File: config.mk
export PLATFORM = sky130hd
export DESIGN_NAME = ov7670_pixel_capture
export DESIGN_NICKNAME = d
export VERILOG_FILES = /design/src/rtl/ov7670_pixel_capture.sv
export SDC_FILE = /design/constraint.sdc
export NUM_CORES = 1
export LEC_CHECK = 0
export CORE_ASPECT_RATIO = 0.9
export CORE_MARGIN = 5
export CORE_UTILIZATION = 45
export DETAILED_ROUTE_END_ITERATION = 16
export DONT_BUFFER_PORTS = 1
export PLACE_DENSITY = 0.64
export SYNTH_ARGS = -nofsm -noshare
export SYNTH_HDL_FRONTEND = slang
export SYNTH_SLANG_ARGS = --single-unit
File: constraint.sdc
create_clock -name clk -period 2.1 [get_ports clk]
set_clock_uncertainty 0.2 [all_clocks]
set_input_delay 0.21 -clock clk [delete_from_list [all_inputs] [get_ports clk]]
set_output_delay 0.21 -clock clk [all_outputs]
set_load 0.02 [all_outputs]
File: src/rtl/ov7670_pixel_capture.sv
// OV7670 parallel-bus capture: oversamples PCLK/HREF/VSYNC/D in the clk domain,
// tracks frame boundaries and assembles bytes into coordinate-tagged pixels.
module ov7670_pixel_capture #(
    parameter int H_ACTIVE        = 640,
    parameter int V_ACTIVE        = 480,
    parameter int BYTES_PER_PIXEL = 1,
    parameter int SYNC_STAGES     = 2
) (
    input  logic        clk,
    input  logic        reset_,
    input  logic        PCLK,
    input  logic        HREF,
    input  logic        VSYNC,
    input  logic [7:0]  D,
    output logic        pix_valid,
    output logic [15:0] pix_data,
    output logic [9:0]  pix_x,
    output logic [8:0]  pix_y,
    output logic        sof,
    output logic        eol,
    output logic        frame_done,
    output logic        line_err,
    output logic        frame_err
);

    localparam logic [9:0] X_MAX = 10'(H_ACTIVE);
    localparam logic [8:0] Y_MAX = 9'(V_ACTIVE);
    localparam bit         WIDE  = (BYTES_PER_PIXEL == 2);

    typedef enum logic [1:0] {SYNC_WAIT, VS_HIGH, ACTIVE} state_t;
    state_t state, state_nxt;

    logic [SYNC_STAGES-1:0] pclk_sync, href_sync, vsync_sync;
    logic [7:0]             d_sync [SYNC_STAGES];
    logic                   pclk_s, href_s, vsync_s;
    logic                   pclk_d, href_d, vsync_d;

    logic       rise_p1, href_p1, hfall_p1, vrise_p1, vs_p1;
    logic       rise_p2, href_p2, hfall_p2, vrise_p2, vs_p2;
    logic [7:0] d_p1, d_p2;

    logic [9:0]  x;
    logic [8:0]  y;
    logic        phase;
    logic        overflow;
    logic [7:0]  hi_byte;
    logic        byte_in;
    logic [15:0] pix_word;

    assign pclk_s  = pclk_sync[SYNC_STAGES-1];
    assign href_s  = href_sync[SYNC_STAGES-1];
    assign vsync_s = vsync_sync[SYNC_STAGES-1];

    // Synchronizers, edge detection and two event stages that set the fixed output latency
    always_ff @(posedge clk) begin
        if (!reset_) begin
            pclk_sync  <= '0;
            href_sync  <= '0;
            vsync_sync <= '0;
            for (int i = 0; i < SYNC_STAGES; i++) d_sync[i] <= '0;
            pclk_d   <= 1'b0;
            href_d   <= 1'b0;
            vsync_d  <= 1'b0;
            rise_p1  <= 1'b0;
            href_p1  <= 1'b0;
            hfall_p1 <= 1'b0;
            vrise_p1 <= 1'b0;
            vs_p1    <= 1'b0;
            d_p1     <= '0;
            rise_p2  <= 1'b0;
            href_p2  <= 1'b0;
            hfall_p2 <= 1'b0;
            vrise_p2 <= 1'b0;
            vs_p2    <= 1'b0;
            d_p2     <= '0;
        end else begin
            pclk_sync  <= {pclk_sync[SYNC_STAGES-2:0], PCLK};
            href_sync  <= {href_sync[SYNC_STAGES-2:0], HREF};
            vsync_sync <= {vsync_sync[SYNC_STAGES-2:0], VSYNC};
            d_sync[0]  <= D;
            for (int i = 1; i < SYNC_STAGES; i++) d_sync[i] <= d_sync[i-1];
            pclk_d   <= pclk_s;
            href_d   <= href_s;
            vsync_d  <= vsync_s;
            rise_p1  <= pclk_s & ~pclk_d;
            href_p1  <= href_s;
            hfall_p1 <= ~href_s & href_d;
            vrise_p1 <= vsync_s & ~vsync_d;
            vs_p1    <= vsync_s;
            d_p1     <= d_sync[SYNC_STAGES-1];
            rise_p2  <= rise_p1;
            href_p2  <= href_p1;
            hfall_p2 <= hfall_p1;
            vrise_p2 <= vrise_p1;
            vs_p2    <= vs_p1;
            d_p2     <= d_p1;
        end
    end

    always_ff @(posedge clk) begin
        if (!reset_) state <= SYNC_WAIT;
        else         state <= state_nxt;
    end

    always_comb begin
        state_nxt = state;
        case (state)
            SYNC_WAIT: if (vs_p2)    state_nxt = VS_HIGH;
            VS_HIGH:   if (!vs_p2)   state_nxt = ACTIVE;
            ACTIVE:    if (vrise_p2) state_nxt = VS_HIGH;
            default:                 state_nxt = SYNC_WAIT;
        endcase
    end

    assign byte_in  = (state == ACTIVE) && rise_p2 && href_p2 && !vrise_p2 && !hfall_p2;
    assign pix_word = WIDE ? {hi_byte, d_p2} : {8'h00, d_p2};

    // Overflow remembers pixels dropped past the line end, so long lines still flag line_err
    always_ff @(posedge clk) begin
        if (!reset_) begin
            pix_valid  <= 1'b0;
            pix_data   <= '0;
            pix_x      <= '0;
            pix_y      <= '0;
            sof        <= 1'b0;
            eol        <= 1'b0;
            frame_done <= 1'b0;
            line_err   <= 1'b0;
            frame_err  <= 1'b0;
            x          <= '0;
            y          <= '0;
            phase      <= 1'b0;
            overflow   <= 1'b0;
            hi_byte    <= '0;
        end else begin
            pix_valid  <= 1'b0;
            line_err   <= 1'b0;
            frame_done <= 1'b0;
            frame_err  <= 1'b0;
            if (state != ACTIVE) begin
                x        <= '0;
                y        <= '0;
                phase    <= 1'b0;
                overflow <= 1'b0;
            end else if (vrise_p2) begin
                frame_done <= 1'b1;
                frame_err  <= (y != Y_MAX);
            end else if (hfall_p2) begin
                if (y < Y_MAX) begin
                    line_err <= (x != X_MAX) || phase || overflow;
                    y        <= y + 9'd1;
                end
                x        <= '0;
                phase    <= 1'b0;
                overflow <= 1'b0;
            end else if (byte_in) begin
                if (WIDE && !phase) begin
                    hi_byte <= d_p2;
                    phase   <= 1'b1;
                end else begin
                    phase <= 1'b0;
                    if (x < X_MAX) begin
                        if (y < Y_MAX) begin
                            pix_valid <= 1'b1;
                            pix_data  <= pix_word;
                            pix_x     <= x;
                            pix_y     <= y;
                            sof       <= (x == '0) && (y == '0);
                            eol       <= (x == X_MAX - 10'd1);
                        end
                        x <= x + 10'd1;
                    end else begin
                        overflow <= 1'b1;
                    end
                end
            end
        end
    end

endmodule

==> out/qor.csv, run 1 <==
metric;value;unit
row_count;31;
drt-total-wl;7.185;mm
cts_tree;done;
die_w;106.0;um
clk_pin_slew_worst_paths;100;ps
fin_cells;512;
max_stage_delay;530;ps
path_cells;nand4b_4, or4_1, or4_1, a21oi_1;
min_period;1999;ps
hpwl;4.752;mm
start_util;46.23;%
grt_overflow_total;0;
ant_nets;0;
max_freq;0.5004;GHz
rsz0062_at_grt;false;
cts_buffers;9;
drtIter0Drc;76;
core_area;8068;um2
synthToLayoutAreaGrowth;14.59;%
power_density;775.7;nW/um2
syn-instance-count;391;
vias;2697;
cp.arrival;2100;ps
avgSynthCellArea;9.539;um2
syn-cell-area;3730;um2
slew_viol_final;0;
layout-drive-gt1-share;11.14;%
h-tree-depth;3;
cp_max_fo;5;
min_period_over_period;95.17;%
dr.pass1.iters;4;
synth.area.top_cells;dfxtp_1 56%, and2_1 7.7%, a21oi_1 4.6%;
vias_per_cell;5.268;
drc;0;
grt_first_pass_wirelength;12.01;mm
maxCapViolCount;0;
dpl.cell_count;477;
path_common_cell;or4_1;
yosys_warnings;0;
cts.sinks;104;
synth_top_area_share;55.82;%
most-common-layout-cells;103 x dfxtp_1, 46 x and2_1, 34 x a21oi_1, 33 x nand3_1, 26 x o21ai_0;
clock_latency;370;ps
start_kind;register;
finalHoldViolCount;0;
cp.required;2200;ps
wl_per_cell;14.03;um
io_pins;54;
n_antenna_cell;0;
cellLeakagePower;1.626;nW
hp-class;register to register;
ir_drop;0.4158;mV
yosysTopAreaCell;dfxtp_1;
root_buffer;clkbuf_8;
crit_path_top_delay_cell;or4_1;
fin_nets;425;
holdWs;198.0;ps
antenna_found_initial;0;
cts_setup_buffers;0;
globalplace.congestion;0.8251;
grt_max_degree;54;
synth_cell_types;43;
critPathCaptureType;register;
fillCellCount;735;
outcome;finished, final reports clean;
ys_seq_elements;104;
final_common_cell;dfxtp_1;
setup_violations;0;
die_y;96.37;um
clk_path_buf_depth;2;
setup-tns-final;0;ps
io_buffer_count;0;
worst-setup-path-type;register to register;
die-area;10210;um2
grt_pass1_vias;2434;
yosysSeqAreaShare;55.82;%
grt.total_usage;14.75;%
routing by layer:
layer	part of all wire, %	track usage, %	routed length, um	vias to the layer above
li1	-	-	-	1361
met3	5.4	4.850	389	6
met5	0	0	0	-
met2	49	24.73	3512	68
met4	0.75	3.991	54	0
met1	45	18.48	3230	1262
logic make-up after synthesis:
kind of cell	count (synthesis)	share of synthesized area [%]
AO/OA/AOI/OAI	82	13.28
XOR/XNOR	6	1.409
adder cells (fa/ha/maj)	4	1.342
buffers and inverters	47	5.602
flip-flops	104	55.82
other	1	0.1005
AND/OR/NAND/NOR	147	22.44
stage by stage:
step	setup WS, ps	total power [W]	utilization [%]	cell area, um2
2_1_floorplan	54.71	0.002114	-	3756
3_3_place_gp	93.69	0.002103	47.86	3861
3_5_place_dp	66.92	0.002105	47.86	3861
4_1_cts	39.08	0.003353	52.93	4270
5_1_grt	20.57	0.003455	52.98	4274
6_report	101.5	0.003315	52.98	4274
synth_stat cells, drive strengths merged:
cell      n
nand2    10
xnor2     5
nand3    33
o311ai    1
nor4      8
nor2     18
conb      1
and4      1
nor4b     2
dfxtp   104
clkinv    1
and3      2
ha        4
a211oi    1
buf       9
nor3      6
o211a     3
a21oi    34
a211o     1
o21a      2
and2     46
or4       2
a31o      1
nand4b    1
xor2      1
nand3b    1
o31ai     1
nor2b     4
a41oi     2
or2       1
inv       8
nor3b     1
clkbuf   29
nand4     5
nand2b    6
o21ai    27
a311oi    2
a31oi     3
o221a     4
what timing repair did:
action,in CTS,in global routing
hold buffers,19,0
endpoints found under the setup margin,0,6
endpoints found under the hold margin,62,0
resized for setup,0,2
flip-flops by register name (all words and copies together), names as in the netlist, 2 cells and up:
register / cells
state: 2
d_p2: 8
pix_x: 10
d_p1: 8
x: 10
href_sync: 2
pix_data: 8
pix_y: 9
y: 9
pclk_sync: 2
vsync_sync: 2
d_sync: 16
report_power, final:
group	internal [W]	total [W]	switching, W
combinational	0.0000451	0.0000910	0.0000460
sequential	0.00200	0.00201	0.00000656
clock	0.000475	0.00122	0.000741
total	0.00252	0.00332	0.000794
worst paths after layout:
path / from / end / cells past startpoint / slack (ps)
hold / removal: pclk_d / rise_p1 / 1 / 200
setup / recovery: state[1] / sof / 4 / 100
hold reg to reg: pclk_d / rise_p1 / 1 / 200
setup reg to reg: state[1] / sof / 4 / 100
worst max-delay path: cells and delay by family, from the launching register on:
kind | cells | cell delay, ps
AOI/OAI and AO/OA | 1 | 140
and+or+nand+nor | 3 | 1200
DFF | 1 | 390
cell type report:
cell class | count | area, um2 | share of cell area, %
sequential | 104 | 2083 | 48.74
multi-input combinational | 247 | 1476 | 34.54
timing repair buffer | 37 | 347.8 | 8.138
clock buffer | 9 | 123.9 | 2.898
tap | 99 | 123.9 | 2.898
clock inverter | 7 | 85.08 | 1.991
inverter | 9 | 33.78 | 0.7904
Note: power is estimated with default switching activity, not from simulation.
==> inputs of run 2 (changes only) <==
CORE_UTILIZATION = 56   (was 45)
PLACE_DENSITY = 0.77   (was 0.64)
==> out/qor.csv, run 2 (synthesis results as in run 1) <==
metric;value;unit;change
io_buffer_count;0;;unchanged
maxCapViolCount;0;;unchanged
hp-class;primary input to register;;
ant_nets;0;;unchanged
clk_pin_slew_worst_paths;110;ps;about the same
min_period;1960;ps;-38.30 ps
grt_max_degree;53;;-1.9%
power_density;793.8;nW/um2;+2.3%
cellLeakagePower;1.606;nW;-1.3%
cp.arrival;2060;ps;-40 ps
vias_per_cell;5.456;;+3.6%
slew_viol_final;0;;unchanged
row_count;28;;-9.7%
use_met1;21.51;%;+3.0 points
globalplace.congestion;0.9207;;+12%
wl_per_cell;14.40;um;+2.6%
setup-tns-final;0;ps;unchanged
hpwl;4.683;mm;-1.5%
setup_violations;0;;unchanged
dpl_cell_area;3850;um2;-0.29%
clk_path_buf_depth;2;;unchanged
cp.required;2200;ps;about the same
fin_nets;420;;-1.2%
holdWs;52.38;ps;-145.6 ps
io_pins;54;;unchanged
most-common-layout-cells;103 x dfxtp_1, 46 x and2_1, 34 x a21oi_1, 33 x nand3_1, 26 x o21ai_0;;
worst-setup-path-type;register to register;;
drt-total-wl;7.171;mm;-0.19%
cts_buffers;9;;unchanged
antenna_found_initial;0;;unchanged
min_period_over_period;93.34;%;-1.8 points
max_freq;0.5101;GHz;+2.0%
fin_area;4222;um2;-1.2%
critPathCaptureType;register;;
final_common_cell;dfxtp_1;;
top_regs;d_sync (16), pix_x (10), x (10);;
root_buffer;clkbuf_8;;
drtIter0Drc;154;;+100%
grt.total_usage;18.34;%;+3.6 points
n_antenna_cell;0;;unchanged
rsz0062_at_grt;false;;
die-area;8395;um2;-18%
ir_drop;0.5179;mV;+25%
ff2ff_setup_slack;140;ps;+40 ps
synthToLayoutAreaGrowth;13.18;%;
dr.pass1.iters;4;;unchanged
die_y;87.43;um;-9.3%
top_register;d_sync;;
cts.sinks;104;;unchanged
drc;0;;unchanged
start_util;57.24;%;+11 points
core_area;6516;um2;-19%
cp_max_fo;32;;+27
outcome;finished, final reports clean;;
fin_cells;498;;-2.7%
finalHoldViolCount;0;;unchanged
vias;2717;;+0.74%
busiest_layer;met2;;
use_met2;30.66;%;+5.9 points
grt_overflow_total;0;;unchanged
grt_pass1_vias;2579;;+6.0%
dpl.cell_count;468;;-1.9%
clock_latency;370;ps;about the same
grt_use_met3;6.309;%;+1.5 points
h-tree-depth;3;;unchanged
largest_reg_flops;16;;unchanged
die_w;96.03;um;-9.4%
cts_tree;done;;
layout-drive-gt1-share;11.27;%;+0.14 points
grt_first_pass_wirelength;11.89;mm;-0.98%
start_kind;register;;
[run 2: final cells by class]
type                    count  area (um2)
multi-input cells         247        1476
clock inverters             7       93.84
flip-flops and latches    104        2083
clock buffers               9       123.9
well taps                  90       112.6
repair buffers             32       297.8
inverters                   9       33.78
fillers                   525        2295
[run 2: timing repair]
item | in CTS | in global routing
hold buffers | 14 | 0
endpoints found under the setup margin | 0 | 5
setup buffers | 0 | 0
resized for setup | 0 | 2
hold endpoints to repair | 61 | 0
[run 2: critical path: stages (launching register included)]
cell	delay [ps]
dfxtp_2	390
nand4b_4	150
or4_1	500
buf_4	250
a211o_1	290
a31oi_1	120
[run 2: path summary, 6_finish.rpt]
check / from / end / cells after the start
worst max-delay path: state[1] / x[7] / 5
worst min-delay path: reset_ / pix_data[0] / 3
worst max register to register: state[1] / x[7] / 5
worst min register to register: pclk_d / rise_p1 / 1
[run 2: through the flow]
step           total power, W  setup WS, ps  utilization, %
5_1_grt              0.003496         16.91           64.78
3_3_place_gp         0.002102         130.0           59.08
2_1_floorplan        0.002114         54.71               -
4_1_cts              0.003389         43.52           64.73
6_report             0.003351         139.8           64.78
3_5_place_dp         0.002105         67.52           59.08
[run 2: where the power goes]
| group | leakage (nW) | total [W] | internal [W] | switching (W) |
|---|---|---|---|---|
| logic | 0.654 | 0.0000842 | 0.0000391 | 0.0000451 |
| registers | 0.844 | 0.00201 | 0.00200 | 0.00000711 |
| clock network | 0.107 | 0.00126 | 0.000491 | 0.000767 |
[run 2: per-layer routing]
layer | routed length, um | vias to the layer above
met5 | 0 | -
met2 | 3552 | 67
met3 | 400 | 12
met4 | 85 | 0
li1 | - | 1353
met1 | 3134 | 1285
==> inputs of run 3 (changes only) <==
CORE_UTILIZATION = 40   (was 56)
PLACE_DENSITY = 0.59   (was 0.77)
==> out/qor.csv, run 3 (synthesis results as in run 1) <==
metric;value;unit;change
final_common_cell;dfxtp_1;;
grt_max_degree;54;;+1.9%
die-area;11360;um2;+35%
top_regs;d_sync (16), pix_x (10), x (10);;
top_register;d_sync;;
outcome;finished, final reports clean;;
die_y;101.6;um;+16%
post-route-util;46.98;%;-18 points
start_util;40.87;%;-16 points
min_period_over_period;96.10;%;+2.8 points
finalHoldViolCount;0;;unchanged
cellLeakagePower;1.629;nW;+1.5%
critPathCaptureType;register;;
io_pins;54;;unchanged
drc;0;;unchanged
setup_violations;0;;unchanged
min_period;2018;ps;+57.97 ps
cp.arrival;2120;ps;+60 ps
grt_overflow_total;0;;unchanged
grt_first_pass_wirelength;12.65;mm;+6.4%
holdWs;186.9;ps;+134.6 ps
slew_viol_final;0;;unchanged
maxCapViolCount;0;;unchanged
vias_per_cell;5.054;;-7.4%
clock_latency;360;ps;about the same
power_density;797.9;nW/um2;+0.52%
dr.pass1.iters;4;;unchanged
rr_worst_depth;4;;-1
clk_path_buf_depth;2;;unchanged
cts_buffers;9;;unchanged
most-common-layout-cells;103 x dfxtp_1, 46 x and2_1, 34 x a21oi_1, 33 x nand3_1, 26 x o21ai_0;;
io_buffer_count;0;;unchanged
max_freq;0.4955;GHz;-2.9%
n_antenna_cell;0;;unchanged
hpwl;5.105;mm;+9.0%
largest_reg_flops;16;;unchanged
h-tree-depth;3;;unchanged
fin_nets;423;;+0.71%
vias;2694;;-0.85%
ant_nets;0;;unchanged
grt.total_usage;13.77;%;-4.6 points
cts_tree;done;;
die_w;111.8;um;+16%
core_area;9125;um2;+40%
layout-drive-gt1-share;12.17;%;+0.89 points
ir_drop;0.4363;mV;-16%
cts_setup_buffers;0;;unchanged
finalPower;0.003420;W;+2.1%
fillCellCount;858;;+63%
row_count;33;;+18%
antenna_found_initial;0;;unchanged
rsz0062_at_grt;false;;
cp.required;2200;ps;about the same
synthToLayoutAreaGrowth;14.93;%;
clk_pin_slew_worst_paths;100;ps;about the same
cp_max_fo;5;;-84%
start_kind;register;;
drtIter0Drc;123;;-20%
fin_cells;533;;+7.0%
dpl.cell_count;504;;+7.7%
globalplace.congestion;0.8235;;-11%
hp-class;register to register;;
root_buffer;clkbuf_8;;
grt_pass1_vias;2545;;-1.3%
setup-tns-final;0;ps;unchanged
min_path_cells;1;;-2
cts.sinks;104;;unchanged
drt-total-wl;7.634;mm;+6.5%
wl_per_cell;14.32;um;-0.53%
worst-setup-path-type;register to register;;
[run 3: final cells by class]
class                           instances  area, um2  area share, %
Sequential cell                       104       2083          48.60
Multi-Input combinational cell        247       1476          34.44
Timing Repair Buffer                   35      321.6          7.501
Tap cell                              122      152.6          3.561
Clock buffer                           10      137.6          3.211
Clock inverter                          6      81.33          1.897
Inverter                                9      33.78         0.7881
[run 3: power breakdown]
group          switching, W  internal (W)
logic             0.0000461     0.0000378
clock network      0.000713      0.000615
registers        0.00000663       0.00200
total              0.000766       0.00265
[run 3: final timing paths]
check | slack (ps) | startpoint | end
setup / recovery | 80 | state[1] | sof
hold / removal | 190 | pclk_d | rise_p1
setup reg to reg | 80 | state[1] | sof
hold reg to reg | 190 | pclk_d | rise_p1
[run 3: what timing repair did]
item | 4_1_cts | 5_1_grt
resized for setup | 1 | 2
hold buffers | 13 | 0
endpoints found under the setup margin | 4 | 7
endpoints found under the hold margin | 62 | 0
[run 3: per-layer routing]
metal | GRT usage [%] | wire, um
met1 | 16.76 | 3439
met2 | 23.55 | 3696
met3 | 4.301 | 389
met4 | 4.210 | 108
met5 | 0 | 0
[run 3: per-stage QoR]
| step | setup WS (ps) | area [um2] |
|---|---|---|
| finish | 81.80 | 4287 |
| global route | 5.330 | 4287 |
| CTS | 12.39 | 4282 |
| detailed placement | 3.949 | 3920 |
| global placement | 117.9 | 3920 |
| floorplan | 54.71 | 3756 |
[run 3: worst max-delay path, stage by stage, from the launching register on]
cell and delay [ps]:
dfxtp_2 390, nand4b_4 150, or4_1 550, or4_1 520, a21oi_1 160
